$ cat src/rtl/operand_pkg.sv
// Shared types for the decoder, operand stage and ALU.
// Forwarding is selected with OPERAND_STAGE_FORWARD_EN.
package operand_pkg;

    localparam int W    = 8;
    localparam int NREG = 8;
    localparam int AW   = $clog2(NREG);

    typedef logic [AW-1:0] reg_addr_t;

    typedef enum logic [3:0] {
        XOR  = 4'd0,
        ADD  = 4'd1,
        SUB  = 4'd2,
        SGN  = 4'd3,
        NOT  = 4'd4,
        POPC = 4'd5,
        LTA  = 4'd6,
        LTB  = 4'd7,
        MOV  = 4'd8,
        SHI  = 4'd9,
        ADDI = 4'd10,
        SUBI = 4'd11
    } alu_op_e;

    typedef enum logic {
        EMPTY = 1'b0,
        FULL  = 1'b1
    } out_state_e;

    function automatic logic [NREG-1:0] addr_onehot(input reg_addr_t a);
        return {{(NREG-1){1'b0}}, 1'b1} << a;
    endfunction

endpackage

$ cat src/rtl/reg_file.sv
// NREG x W register file: two async read ports, one sync write port.
// Asynchronous reset clears every entry.
module reg_file
    import operand_pkg::*;
(
    input  logic          i_clk,
    input  logic          i_rst,
    input  reg_addr_t     i_rd_addr_a,
    input  reg_addr_t     i_rd_addr_b,
    output logic [W-1:0]  o_rd_data_a,
    output logic [W-1:0]  o_rd_data_b,
    input  logic          i_wr_en,
    input  reg_addr_t     i_wr_addr,
    input  logic [W-1:0]  i_wr_data
);

    logic [W-1:0] r_mem [NREG];

    always_ff @(posedge i_clk or posedge i_rst) begin
        if (i_rst) begin
            for (int i = 0; i < NREG; i++) begin
                r_mem[i] <= '0;
            end
        end else if (i_wr_en) begin
            r_mem[i_wr_addr] <= i_wr_data;
        end
    end

    assign o_rd_data_a = r_mem[i_rd_addr_a];
    assign o_rd_data_b = r_mem[i_rd_addr_b];

endmodule

$ cat src/rtl/operand_stage.sv
// Register-read/issue stage ahead of the ALU with a pending-write scoreboard.
// OPERAND_STAGE_FORWARD_EN bypasses same-cycle writeback data into issue.
module operand_stage
    import operand_pkg::*;
(
    input  logic            Clk,
    input  logic            Reset,
    input  logic            InValid,
    output logic            InReady,
    input  logic [3:0]      InAluop,
    input  logic [2:0]      InImm,
    input  reg_addr_t       InRa,
    input  reg_addr_t       InRb,
    input  reg_addr_t       InRd,
    input  logic            InWr,
    output logic            OutValid,
    input  logic            OutReady,
    output logic [3:0]      Aluop,
    output logic [2:0]      Imm,
    output logic [W-1:0]    DatA,
    output logic [W-1:0]    DatB,
    output reg_addr_t       OutRd,
    output logic            OutWr,
    input  logic            WbEn,
    input  reg_addr_t       WbAddr,
    input  logic [W-1:0]    WbData,
    output logic [NREG-1:0] Busy
);

    out_state_e      r_state;
    logic [NREG-1:0] r_busy;
    logic [3:0]      r_aluop;
    logic [2:0]      r_imm;
    logic [W-1:0]    r_dat_a;
    logic [W-1:0]    r_dat_b;
    reg_addr_t       r_rd;
    logic            r_wr;

    logic [W-1:0]    w_rf_a;
    logic [W-1:0]    w_rf_b;
    logic [W-1:0]    w_op_a;
    logic [W-1:0]    w_op_b;
    logic [NREG-1:0] w_wb_hit;
    logic [NREG-1:0] w_set;
    logic [NREG-1:0] w_busy_eff;
    logic            w_hazard;
    logic            w_accept;

    reg_file u_rf (
        .i_clk       (Clk),
        .i_rst       (Reset),
        .i_rd_addr_a (InRa),
        .i_rd_addr_b (InRb),
        .o_rd_data_a (w_rf_a),
        .o_rd_data_b (w_rf_b),
        .i_wr_en     (WbEn),
        .i_wr_addr   (WbAddr),
        .i_wr_data   (WbData)
    );

    assign w_wb_hit = WbEn ? addr_onehot(WbAddr) : '0;

`ifdef OPERAND_STAGE_FORWARD_EN
    // A register being written back this cycle is no longer a hazard.
    assign w_busy_eff = r_busy & ~w_wb_hit;
    assign w_op_a = (WbEn && WbAddr == InRa) ? WbData : w_rf_a;
    assign w_op_b = (WbEn && WbAddr == InRb) ? WbData : w_rf_b;
`else
    assign w_busy_eff = r_busy;
    assign w_op_a = w_rf_a;
    assign w_op_b = w_rf_b;
`endif

    assign w_hazard = w_busy_eff[InRa]
                    | w_busy_eff[InRb]
                    | (InWr & w_busy_eff[InRd]);

    assign OutValid = (r_state == FULL);
    assign InReady  = (!OutValid | OutReady) & !w_hazard;
    assign w_accept = InValid & InReady;
    assign w_set    = (w_accept & InWr) ? addr_onehot(InRd) : '0;

    // Set is applied after clear so a new producer wins over a writeback.
    always_ff @(posedge Clk or posedge Reset) begin
        if (Reset) begin
            r_busy <= '0;
        end else begin
            r_busy <= (r_busy & ~w_wb_hit) | w_set;
        end
    end

    always_ff @(posedge Clk or posedge Reset) begin
        if (Reset) begin
            r_state <= EMPTY;
            r_aluop <= '0;
            r_imm   <= '0;
            r_dat_a <= '0;
            r_dat_b <= '0;
            r_rd    <= '0;
            r_wr    <= 1'b0;
        end else begin
            unique case (r_state)
                EMPTY: begin
                    if (w_accept) begin
                        r_state <= FULL;
                    end
                end
                FULL: begin
                    if (!w_accept && OutReady) begin
                        r_state <= EMPTY;
                    end
                end
            endcase
            if (w_accept) begin
                r_aluop <= InAluop;
                r_imm   <= InImm;
                r_dat_a <= w_op_a;
                r_dat_b <= w_op_b;
                r_rd    <= InRd;
                r_wr    <= InWr;
            end
        end
    end

    assign Aluop = r_aluop;
    assign Imm   = r_imm;
    assign DatA  = r_dat_a;
    assign DatB  = r_dat_b;
    assign OutRd = r_rd;
    assign OutWr = r_wr;
    assign Busy  = r_busy;

endmodule

$ cat config.mk
export PLATFORM = sky130hd
export DESIGN_NAME = operand_stage
export DESIGN_NICKNAME = d
export VERILOG_FILES = /design/src/rtl/operand_pkg.sv /design/src/rtl/reg_file.sv /design/src/rtl/operand_stage.sv
export SDC_FILE = /design/constraint.sdc
export NUM_CORES = 1
export LEC_CHECK = 0
export ABC_AREA = 1
export ABC_CLOCK_PERIOD_IN_PS = 3990
export BUFFER_PORTS_ARGS = -buffer_cell sky130_fd_sc_hd__buf_4
export CORE_MARGIN = 2
export CORE_UTILIZATION = 40
export DETAILED_ROUTE_END_ITERATION = 12
export PLACE_DENSITY_LB_ADDON = 0.1
export RECOVER_POWER = 50
export SLEW_MARGIN = 20
export SYNTH_ARGS = -nofsm -noshare
export SYNTH_HDL_FRONTEND = slang
export SYNTH_SLANG_ARGS = --single-unit
$ cat constraint.sdc
create_clock -name Clk -period 3.99 [get_ports Clk]
set_input_delay 0.399 -clock Clk [delete_from_list [all_inputs] [get_ports Clk]]
set_output_delay 0.399 -clock Clk [all_outputs]
set_load 0.05 [all_outputs]
; ---- Word-level counts from Yosys, hierarchy flattened
; Cells that the tools add are included.
[word_totals]
regBits = 100
output_inout_bits = 37
mem_bits_ro = 0
n_memories = 0
latchBits = 0
mem_bits_rw = 0
in_bits = 33
word_cells = 64
[op_classes]
n_addsub = 0
n_mul = 0
shifts = 2
n_eq_ne = 0
n_lt_le_gt_ge = 7
n_mux = 20
n_div = 0
n_reduce_logical = 5
bitwise_logic = 14
[op_table]
columns = operator, n
row1 = $bwmux 64, 1
row2 = $mux 8, 7
row3 = $bmux 8 s3, 2
row4 = $demux 8 s3, 1
row5 = $shl 1x3->8 const A, 2
row6 = $ge 4x4->1 const B, 3
row7 = $lt 3x4->1 const B, 3
row8 = $not 3->4, 3
row9 = $bmux 1 s3, 3
row10 = $and 8x8->8, 1
row11 = $not 8->8, 1
row12 = $or 8x8->8, 1
row13 = $mux 1, 5
row14 = $and 1x1->1, 4
row15 = $lt 4x1->1 const B, 1
row16 = $logic_not 1->1, 3
row17 = $or 1x1->1, 3
row18 = $logic_and 1x1->1, 2
row19 = $pmux 1 s2, 1
row20 = $not 1->1, 1

; ---- Logic depth before layout (Yosys ltp)
; Gate-level depths: netlist (run 1).
[depth]
depth_word = 11
depth_mapped = 13

; ---- By module
; A second synthesis (run 1) with hierarchy kept.
[unflattened]
cells_unflattened = 826
area_unflattened_um2 = 5676.7
[modules_own_cells]
columns = mod, n_inst, cells_each, area_each_um2
row1 = reg_file, 1, 590, 3806.2
row2 = operand_stage, 1, 236, 1870.5

; ---- Least setup slack after synthesis (run 1)
; OpenSTA, ideal clock, no wires.
[synth_timing]
path_kind = register to output
from = register r_busy[2] (netlist: Busy[2])
to = output InReady
stages_incl_launch_ff = 9
n_path_buf = 1
arrival_ps = 1435
slack_ps = 2156
t_required_ps = 3591
path_cell_list = dfrtp_1 -> inv_1 -> o21ai_0 -> nand2_1 -> nand3_1 -> nand2_1 -> nor2_1 -> nor2_2 -> buf_4
[synth_between]
elab_chain_len = 6
[synth_rtl]
columns = item, line
row1 = start: declaration, operand_stage.sv:31  ; logic [NREG-1:0] r_busy;
row2 = start signal: assignment, operand_stage.sv:88  ; r_busy <= (r_busy & ~w_wb_hit) | w_set;
row3 = $bmux 1 s3 (on tied branches), "operand_stage.sv:74, operand_stage.sv:75, operand_stage.sv:76"
row4 = $mux 1 (on tied branches), "operand_stage.sv:74, operand_stage.sv:75, operand_stage.sv:76"
row5 = $or 1x1->1 or $and 1x1->1 (tied branches), "operand_stage.sv:75, operand_stage.sv:76"
row6 = $or 1x1->1 *, operand_stage.sv:76  ; | (InWr & w_busy_eff[InRd]);
row7 = $logic_not 1->1 *, operand_stage.sv:79  ; assign InReady = (!OutValid | OutReady) & !w_hazard;
row8 = $and 1x1->1 *, operand_stage.sv:79
row9 = end: declaration, operand_stage.sv:9  ; output logic InReady,
; Mark *: on every way between the ends. The rest lies on a longest branch, timed or not. The select of a mux whose other input is x is not followed.

; ---- Worst setup path after layout (run 1)
[layout_timing]
from = input InRb[0]
to = output InReady
[layout_between]
elab_chain_len = 6
[layout_rtl]
columns = item, line
row1 = start: declaration, operand_stage.sv:13  ; input reg_addr_t InRb,
row2 = $bmux 1 s3, operand_stage.sv:75  ; | w_busy_eff[InRb]
row3 = $mux 1 (not written as such), operand_stage.sv:75
row4 = $or 1x1->1, operand_stage.sv:75
row5 = $or 1x1->1, operand_stage.sv:76
row6 = $logic_not 1->1, operand_stage.sv:79
row7 = $and 1x1->1, operand_stage.sv:79
; No other way between the ends. The select of a mux whose other input is x is not followed.

==> results.toml, run 1 <==
[run_status]
status = "complete, but fails checks"
failed_checks = "capacitance limit, slew limit"

[timing]
fin_crit_ps = 2550
rsz0062_at_grt = "no"
fmax_mhz = 392
whs_ps = 282
max_slew_margin_pct = -78.2
min_period_over_period_pct = 63.9
worst_pin_slew_ps = 2670
slew_viol_final = 73
finalSetupTns_ps = 0
clock_skew_ps = 8.42
hold_violations = 0
setup_violations = 0

[synthesis]
syn_nets = 667
yosys_warnings = 0
synth_largest_area_cell = "dfrtp_1"
ys_ff_latch = 100
seq_area_frac_synth_pct = 48.9
synth.cell_area_mm2 = 0.00512
ys_types = 24
synth_cells = 634
yosys-top-cells-area = "dfrtp_1 (49%), o21ai_0 (14%), nand2_1 (9.0%)"
syn_avg_cell_area_um2 = 8.08
yosysTopAreaCellShare_pct = 48.9

[placement]
portBuffers = 69
dpl.hpwl_um = 9750
post_dp_cell_area_mm2 = 0.00568
routabilityCongestion = 0.892

[clock_tree]
clockRootBuffer = "clkbuf_16"
cts_repair_resize_count = 0
post-cts-setup-buffers = 0
htreeDepth = 3
clkLatencyLatePin_ps = 350
clk_pin_slew_ps = 70
ctsHoldBuffers = 0
cts_sinks = 100
cts_tree = "done"
clock_path_buffers = 2
numCtsBuffers = 9

[grt]
grt_pass1_vias = 4189
grt.met2_usage_pct = 31.7
grt_antenna_before_repair = 0
grtUsageMet3_pct = 3.60
track_usage_pct = 22.0
grt_max_degree = 73
grt-busiest-layer = "met1"
grt_pass1_wl_um = 22600
grt-ovfl-total = 0
use_met1_pct = 33.0

[critical_path]
cp_max_fo = 37
rr_endpoint = "DatA[6]"
ff2ff_setup_slack_ps = 1840
reg2regPathDepth = 10
arrival_ps = 2150
r2r-start = "Busy[3]"
critical_path.endpoint = "InReady"
required_ps = 3590
critPathLaunchType = "primary input"
startpoint = "InRb[0]"
end_kind = "output port"
critPathKind = "primary input to output port"

[drt]
wl_per_cell_um = 17.1
dr.pass1.iters = 5
drt-total-wl_um = 14600
drtAntennaViolNets = 0
viasPerCell = 5.44
dr.first_iter.drc_count = 579
drc = 0
num_vias = 4663

[die]
rows = 41
start_util_pct = 40.8
die_w_um = 117
fp.coreArea_mm2 = 0.0126
fp.dieArea_mm2 = 0.0137
die_h_um = 117
boundaryPins = 70

[power_and_ir_drop]
p_total_mw = 3.48
irDropWorstVdd_mv = 0.291
pwr_density_cell_mw_per_mm2 = 580
seqPwrFrac_pct = 41.2
swShare_pct = 37.9
internal_power_mw = 2.16
switchingPower_mw = 1.32
clkPwrFrac_pct = 27.4
p_leak_nw = 2.78
comb_power_share_pct = 31.4

[flow_run]
max_cap_violations = 1

[cells_and_area]
final_nets = 713
area_growth_pct = 17.0
fin_util_pct = 47.7
drive_above_1_share_pct = 20.4
antenna_cells = 0
post-route-cell-area_mm2 = 0.00599

[min_path]
worstHoldPathType = "primary input to register"
==> power groups by stage <==
stage / registers [mW] / clock network, mW / logic, mW
floorplan: 1.75 / 0 / 0.446
global placement: 1.44 / 0 / 1.08
detailed placement: 1.44 / 0 / 1.10
CTS: 1.43 / 0.972 / 1.10
global route: 1.46 / 1.02 / 1.20
finish: 1.43 / 0.953 / 1.09
==> state kept, by name (all words and copies together), names as in the netlist <==
| signal | count |
|---|---|
| u_rf.r_mem | 64 |
| Busy | 8 |
| DatA | 8 |
| DatB | 8 |
| Aluop | 4 |
| Imm | 3 |
| OutRd | 3 |
| OutValid | 1 |
| OutWr | 1 |
==> metal layers <==
layer	up-vias	wire length [µm]
met5	-	0
met1	2212	7000
met3	26	882
met4	0	320
li1	2237	-
met2	188	6410
==> how the worst min path moves through the flow <==
stage / slack [ps] / endpoint / depth (start not counted) / startpoint
floorplan: 460 / u_rf.r_mem[15] / 2 / u_rf.r_mem[15]
global placement: 460 / Aluop[1] / 2 / Aluop[1]
detailed placement: 460 / Aluop[3] / 2 / Aluop[3]
CTS: 270 / u_rf.r_mem[40] / 2 / Reset
global route: 290 / Imm[1] / 3 / InImm[1]
finish: 280 / Aluop[1] / 3 / InAluop[1]
==> cell usage after synthesis <==
library cell and count:
a21oi_1 8, nand3_4 1, buf_4 1, nor2_2 1, inv_1 26, nor3_1 3
nand2_2 20, nor2_4 1, clkinv_2 1, inv_4 1, dfrtp_1 100, nor2_1 81
o22ai_1 16, nand2_1 123, o21ai_0 139, inv_2 5, o221ai_1 16, clkbuf_1 26
o21ai_1 1, nand4_1 4, buf_2 3, o21ai_2 24, buf_6 8, nand3_1 25
==> layout by cell type, fill, tap and decap left out, types with 4 or more instances in the layout <==
cell type	synthesis	final
o221ai_1	16	16
nand2_2	20	20
o21ai_0	139	139
inv_1	26	26
nand2_1	123	123
buf_4	1	69
clkbuf_16	0	9
dfrtp_1	100	100
nand4_1	4	4
inv_2	5	5
nor2_1	81	81
a21oi_1	8	8
o22ai_1	16	16
nand3_1	25	25
o21ai_2	24	24
==> layout make-up <==
| type | instances | area [µm²] |
|---|---|---|
| flip-flops and latches | 100 | 2500 |
| well taps | 172 | 215 |
| inverters | 33 | 128 |
| fillers | 1261 | 6580 |
| clock inverters | 6 | 87.6 |
| multi-input cells | 463 | 2280 |
| repair buffers | 73 | 537 |
| clock buffers | 10 | 239 |
==> through the flow <==
step | std cells | setup WS [ps]
after floorplan | 634 | 972
after global placement | 841 | 1420
after detailed placement | 841 | 1310
after CTS | 857 | 1500
after global routing | 857 | 887
final | 857 | 1440
==> logic make-up (layout without fill, tap and decap cells) <==
group	Yosys count	in the layout	synth area share, %
compound gates	204	204	23.3
buf+inv	71	122	6.59
flops	100	100	48.9
simple gates	259	259	21.3
==> worst max-delay path, cell delays in order <==
cell and delay, ps:
buf_4 310, clkinv_2 470, nand2_1 170, nand3_1 90
nand3_1 90, nand2_1 80, nand3_1 100, nor2_2 40
buf_4 180, buf_4 200
(Power assumes the default switching activity.)
==> run 2, diff against run 1 <==
- ABC_CLOCK_PERIOD_IN_PS: 3990 -> 2430
- clock period: 3.99 -> 2.43 ns (I/O delays scaled with it)
==> run 2 against run 1 <==
  * The flow now finishes without violations
  * Sequential share of layout area is 0.58 points higher
  * Worst setup slack worse by 940 ps
  * Via count is 0.92% higher
  * Die area stayed put
  * Worst hold slack worse by 160 ps
  * Clock-buffer cell count is 2 higher
  * Sequential power is 63% higher
  * Final cell count is 0.93% higher
  * Critical path type is now register to output port
  * Critical endpoint unchanged
  * Largest power group unchanged
==> results.toml, run 2 (synthesized netlist as in run 1, its figures left out) <==
[power_and_ir_drop]
comb_power_share_pct = 30.9
seqPwrFrac_pct = 42.9
switchingPower_mw = 2.14
pwr_density_cell_mw_per_mm2 = 918
internal_power_mw = 3.28
clkPwrFrac_pct = 26.2
swShare_pct = 39.5
p_leak_nw = 2.66
irDropWorstVdd_mv = 0.327

[critical_path]
cp_max_fo = 5
end_kind = "output port"
critPathKind = "register to output port"
crit_family = "simple AND/OR/NAND/NOR gates"
required_ps = 2190
critPathMaxStageDelay_ps = 460
slowest_stage = "dfrtp_1"
critPathLaunchType = "register"
path_buf_inv = 1
crit_chain = "nand2_1, nand3_1, nand2_1, nand2_1, nand2_2, nand3_1, nor2_2, buf_4"
arrival_ps = 1680
path_common_cell = "nand2_1"

[die]
die_w_um = 117
fp.coreArea_mm2 = 0.0126
fp.dieArea_mm2 = 0.0137
start_util_pct = 40.8
boundaryPins = 70
die_h_um = 117
rows = 41

[clock_tree]
clock_path_buffers = 2
clockRootBuffer = "clkbuf_16"
clkLatencyLatePin_ps = 350
clk_pin_slew_ps = 70
numCtsBuffers = 9
cts_tree = "done"
htreeDepth = 3
cts_sinks = 100

[placement]
portBuffers = 69
pre_cts_slack_ps = 469
dp_cells = 848
routabilityCongestion = 0.884
dpl.hpwl_um = 9580

[flow_run]
max_cap_violations = 0

[grt]
track_usage_pct = 22.3
grt_max_degree = 77
grt_pass1_vias = 4406
grt-ovfl-total = 0
grt_antenna_before_repair = 0
grt_pass1_wl_um = 23200

[cells_and_area]
fin_util_pct = 47.0
final_cells = 865
final_cell_mix = "o21ai_0 (139), nand2_1 (123), dfrtp_1 (100)"
drive_above_1_share_pct = 15.9
regArea_mm2 = 0.00250
area_growth_pct = 15.3
multi_input_area_mm2 = 0.00228
largest_reg_flops = 64
fill_cells = 1260
final_nets = 721
regMostFlops = "u_rf.r_mem"
antenna_cells = 0
final_common_cell = "o21ai_0"

[timing]
rsz0062_at_grt = "no"
hold_violations = 0
fmax_mhz = 519
max_slew_margin_pct = 24.3
worst_pin_slew_ps = 1130
min_period_over_period_pct = 79.2
final.setup.worst_slack_ps = 504
slew_viol_final = 0
clock_skew_ps = 4.81
fin_crit_ps = 1930
setup_violations = 0
finalSetupTns_ps = 0

[run_status]
status = "finished, final reports clean"

[drt]
num_vias = 4706
wl_per_cell_um = 16.7
drt-total-wl_um = 14500
dr.first_iter.drc_count = 402
drc = 0
drtAntennaViolNets = 0
dr.pass1.iters = 6
viasPerCell = 5.44

[min_path]
worstHoldPathType = "primary input to register"
run 2: cell types whose count changed in the layout (fill, tap and decap cells not counted), moves of 2 or more:
cell / previous run / this run
buf_12: 0 / 2
buf_4: 69 / 38
clkbuf_1: 3 / 41
clkinv_4: 2 / 0
clkinvlp_4: 0 / 2
run 2: repair_timing:
item,CTS,global route
gates resized for setup,0,0
buffers inserted,0,0
hold buffers,1,0
endpoints found under the hold margin,24,0
setup endpoints to repair,0,0
run 2: layer usage:
layer | vias up | GRT usage, % | wire length [µm]
li1 | 2249 | - | -
met1 | 2260 | 32.8 | 6950
met2 | 171 | 32.8 | 6300
met3 | 26 | 3.14 | 886
met4 | 0 | 10.0 | 331
met5 | - | 0 | 0
run 2: area by class of cell:
type,count,share of cell area [%]
Inverter,33,2.18
Clock buffer,12,4.00
Clock inverter,4,0.847
Sequential cell,100,42.4
Tap cell,172,3.64
Multi-Input combinational cell,463,38.6
Timing Repair Buffer,81,8.34
run 2: metrics by stage:
step | instance area [µm²] | hold WS, ps | total power [mW]
6_report | 5910 | 120 | 5.42
5_1_grt | 5910 | 125 | 5.74
4_1_cts | 6050 | 113 | 5.61
3_5_place_dp | 5760 | 335 | 4.18
3_3_place_gp | 5760 | 337 | 4.14
2_1_floorplan | 5130 | 388 | 3.61
run 2: final timing paths:
kind	start	end	slack (ps)	cells after the start
setup / recovery	Busy[3]	InReady	500	8
hold / removal	InAluop[1]	Aluop[1]	120	3
setup reg to reg	Busy[3]	DatA[2]	680	11
hold reg to reg	DatA[6]	DatA[6]	480	2
max in group asynchronous	Reset	Busy[2]	850	4
min in group asynchronous	Reset	DatB[2]	670	3
run 2: power groups by stage:
stage / clock [mW] / combinational (mW) / sequential, mW
2_1_floorplan: 0 / 0.733 / 2.87
3_3_place_gp: 0 / 1.79 / 2.35
3_5_place_dp: 0 / 1.82 / 2.35
4_1_cts: 1.46 / 1.83 / 2.33
5_1_grt: 1.52 / 1.84 / 2.38
6_report: 1.42 / 1.67 / 2.33
run 2: worst register-to-register path: stages, from the launching register on:
cell and delay, ps:
dfrtp_1 460, nand2_1 100, nand3_1 80, nand2_1 70, nand2_1 60, nand2_2 90
nand2_2 60, nor2_4 100, nand3_4 190, buf_12 270, nand2_2 100, o21ai_2 40
==> run 3, diff against run 2 <==
- ABC_CLOCK_PERIOD_IN_PS: 2430 -> 1900
- clock period: 2.43 -> 1.9 ns (I/O delays scaled with it)
==> run 3 against run 2 <==
  * Via count is 1.9% higher
  * Clock power is 31% higher
  * Die area stayed put
  * Sequential power is 27% higher
  * Worst setup slack worse by 410 ps
==> results.toml, run 3 (synthesized netlist as in run 1, its figures left out) <==
[timing]
min_period_over_period_pct = 95.2
setup_violations = 0
fmax_mhz = 553
slew_viol_final = 0
worst_pin_slew_ps = 1150
max_slew_margin_pct = 22.7
finalSetupTns_ps = 0
whs_ps = 71.3
clock_skew_ps = 4.17
fin_crit_ps = 1810
hold_violations = 0

[clock_tree]
clk_pin_slew_ps = 70
cts_sinks = 100
numCtsBuffers = 9
cts_tree = "done"
clockRootBuffer = "clkbuf_16"
clock_path_buffers = 2
htreeDepth = 3
clkLatencyLatePin_ps = 350

[power_and_ir_drop]
internal_power_mw = 4.30
swShare_pct = 39.3
comb_power_share_pct = 32.0
pwr_density_cell_mw_per_mm2 = 1150
clkPwrFrac_pct = 26.2
p_leak_nw = 2.82
switchingPower_mw = 2.79
seqPwrFrac_pct = 41.8
irDropWorstVdd_mv = 0.493

[grt]
grt_max_degree = 44
grt_antenna_before_repair = 0
grt_pass1_wl_um = 23100
grt_pass1_vias = 4290
grt-ovfl-total = 0
track_usage_pct = 22.4

[critical_path]
crit_family = "simple AND/OR/NAND/NOR gates"
path_buf_inv = 2
cp_max_fo = 4
critPathMaxStageDelay_ps = 430
slowest_stage = "dfrtp_1"
arrival_ps = 1620
critPathLaunchType = "register"
crit_chain = "inv_1, nand2_1, nand3_1, nand3_1, nand2_1, nand3_2, nor2_4, buf_8"
required_ps = 1710
critPathKind = "register to output port"
end_kind = "output port"

[drt]
num_vias = 4794
dr.pass1.iters = 5
wl_per_cell_um = 16.8
dr.first_iter.drc_count = 395
viasPerCell = 5.42
drt-total-wl_um = 14900
drc = 0
drtAntennaViolNets = 0

[cells_and_area]
area_growth_pct = 20.0
largest_reg_flops = 64
final_cell_mix = "o21ai_0 (139), nand2_1 (123), dfrtp_1 (99)"
final_nets = 741
regMostFlops = "u_rf.r_mem"
final_common_cell = "o21ai_0"
antenna_cells = 0
final_cells = 885
drive_above_1_share_pct = 20.6

[placement]
dpl.hpwl_um = 9950
routabilityCongestion = 0.909
portBuffers = 69
dp_cells = 863

[die]
fp.coreArea_mm2 = 0.0126
fp.dieArea_mm2 = 0.0137
die_h_um = 117
rows = 41
boundaryPins = 70
die_w_um = 117
start_util_pct = 40.8

[run_status]
status = "finished, final reports clean"

[min_path]
worstHoldPathType = "primary input to register"

[flow_run]
max_cap_violations = 0
-- run 3: cell count changes in the layout (fill, tap and decap cells not counted), sizes merged --
cell,previous run,this run
clkinv,2,3
clkbuf,52,40
buf,40,70
inv,31,32
-- run 3: power by group through the flow --
| stage | registers (mW) | logic (mW) | clock network (mW) |
|---|---|---|---|
| after floorplan | 3.68 | 0.937 | 0 |
| after global placement | 2.98 | 2.35 | 0 |
| after detailed placement | 2.99 | 2.38 | 0 |
| after CTS | 2.96 | 2.39 | 1.88 |
| after global routing | 3.02 | 2.48 | 1.97 |
| final | 2.96 | 2.27 | 1.86 |
-- run 3: routing by layer --
layer	track usage, %	part of all wire [%]	vias to the layer above
met5	0	0	-
met4	10.5	3.2	0
met3	4.02	6.9	38
met2	31.8	43	213
met1	33.1	47	2244
li1	-	-	2299
-- run 3: repair_timing --
action,4_1_cts,5_1_grt
cloned,0,0
buffers inserted,0,5
resized for setup,1,7
hold buffers,1,0
pin swaps,0,1
endpoints found under the hold margin,23,0
endpoints found under the setup margin,1,1
-- run 3: final timing paths --
kind / start / end / slack, ps / depth (start not counted)
max: Busy[4] / InReady / 90 / 8
min: InImm[1] / Imm[1] / 70 / 3
max reg2reg: Busy[5] / DatA[6] / 310 / 10
min reg2reg: Aluop[1] / Aluop[1] / 480 / 2
max in group asynchronous: Reset / Busy[6] / 530 / 4
min in group asynchronous: Reset / DatA[2] / 620 / 3
-- run 3: layout make-up --
cell class	count	area (µm²)
fillers	1240	6420
flip-flops and latches	100	2500
multi-input cells	463	2290
repair buffers	101	713
clock buffers	10	229
well taps	172	215
inverters	33	129
clock inverters	6	63.8
-- run 3: through the flow --
stage | setup slack (ps) | cell area, µm² | util, % | total power [mW]
after global placement | 346 | 5890 | 46.9 | 5.33
after floorplan | 215 | 5130 | - | 4.61
after global routing | -15.9 | 6150 | 48.9 | 7.48
final | 90.7 | 6150 | 48.9 | 7.09
after CTS | 1.09 | 6200 | 49.3 | 7.23
after detailed placement | 314 | 5890 | 46.9 | 5.38
-- run 3: worst reg2reg max path, cell delays in order (launching register included) --
cell and delay [ps]:
dfrtp_1 430, buf_4 150, nand3_1 70, nand3_1 80, nor2_1 150, nor2_1 60, nand2_1 100, nand3_4 100
buf_12 190, nand2_1 100, o21ai_2 50
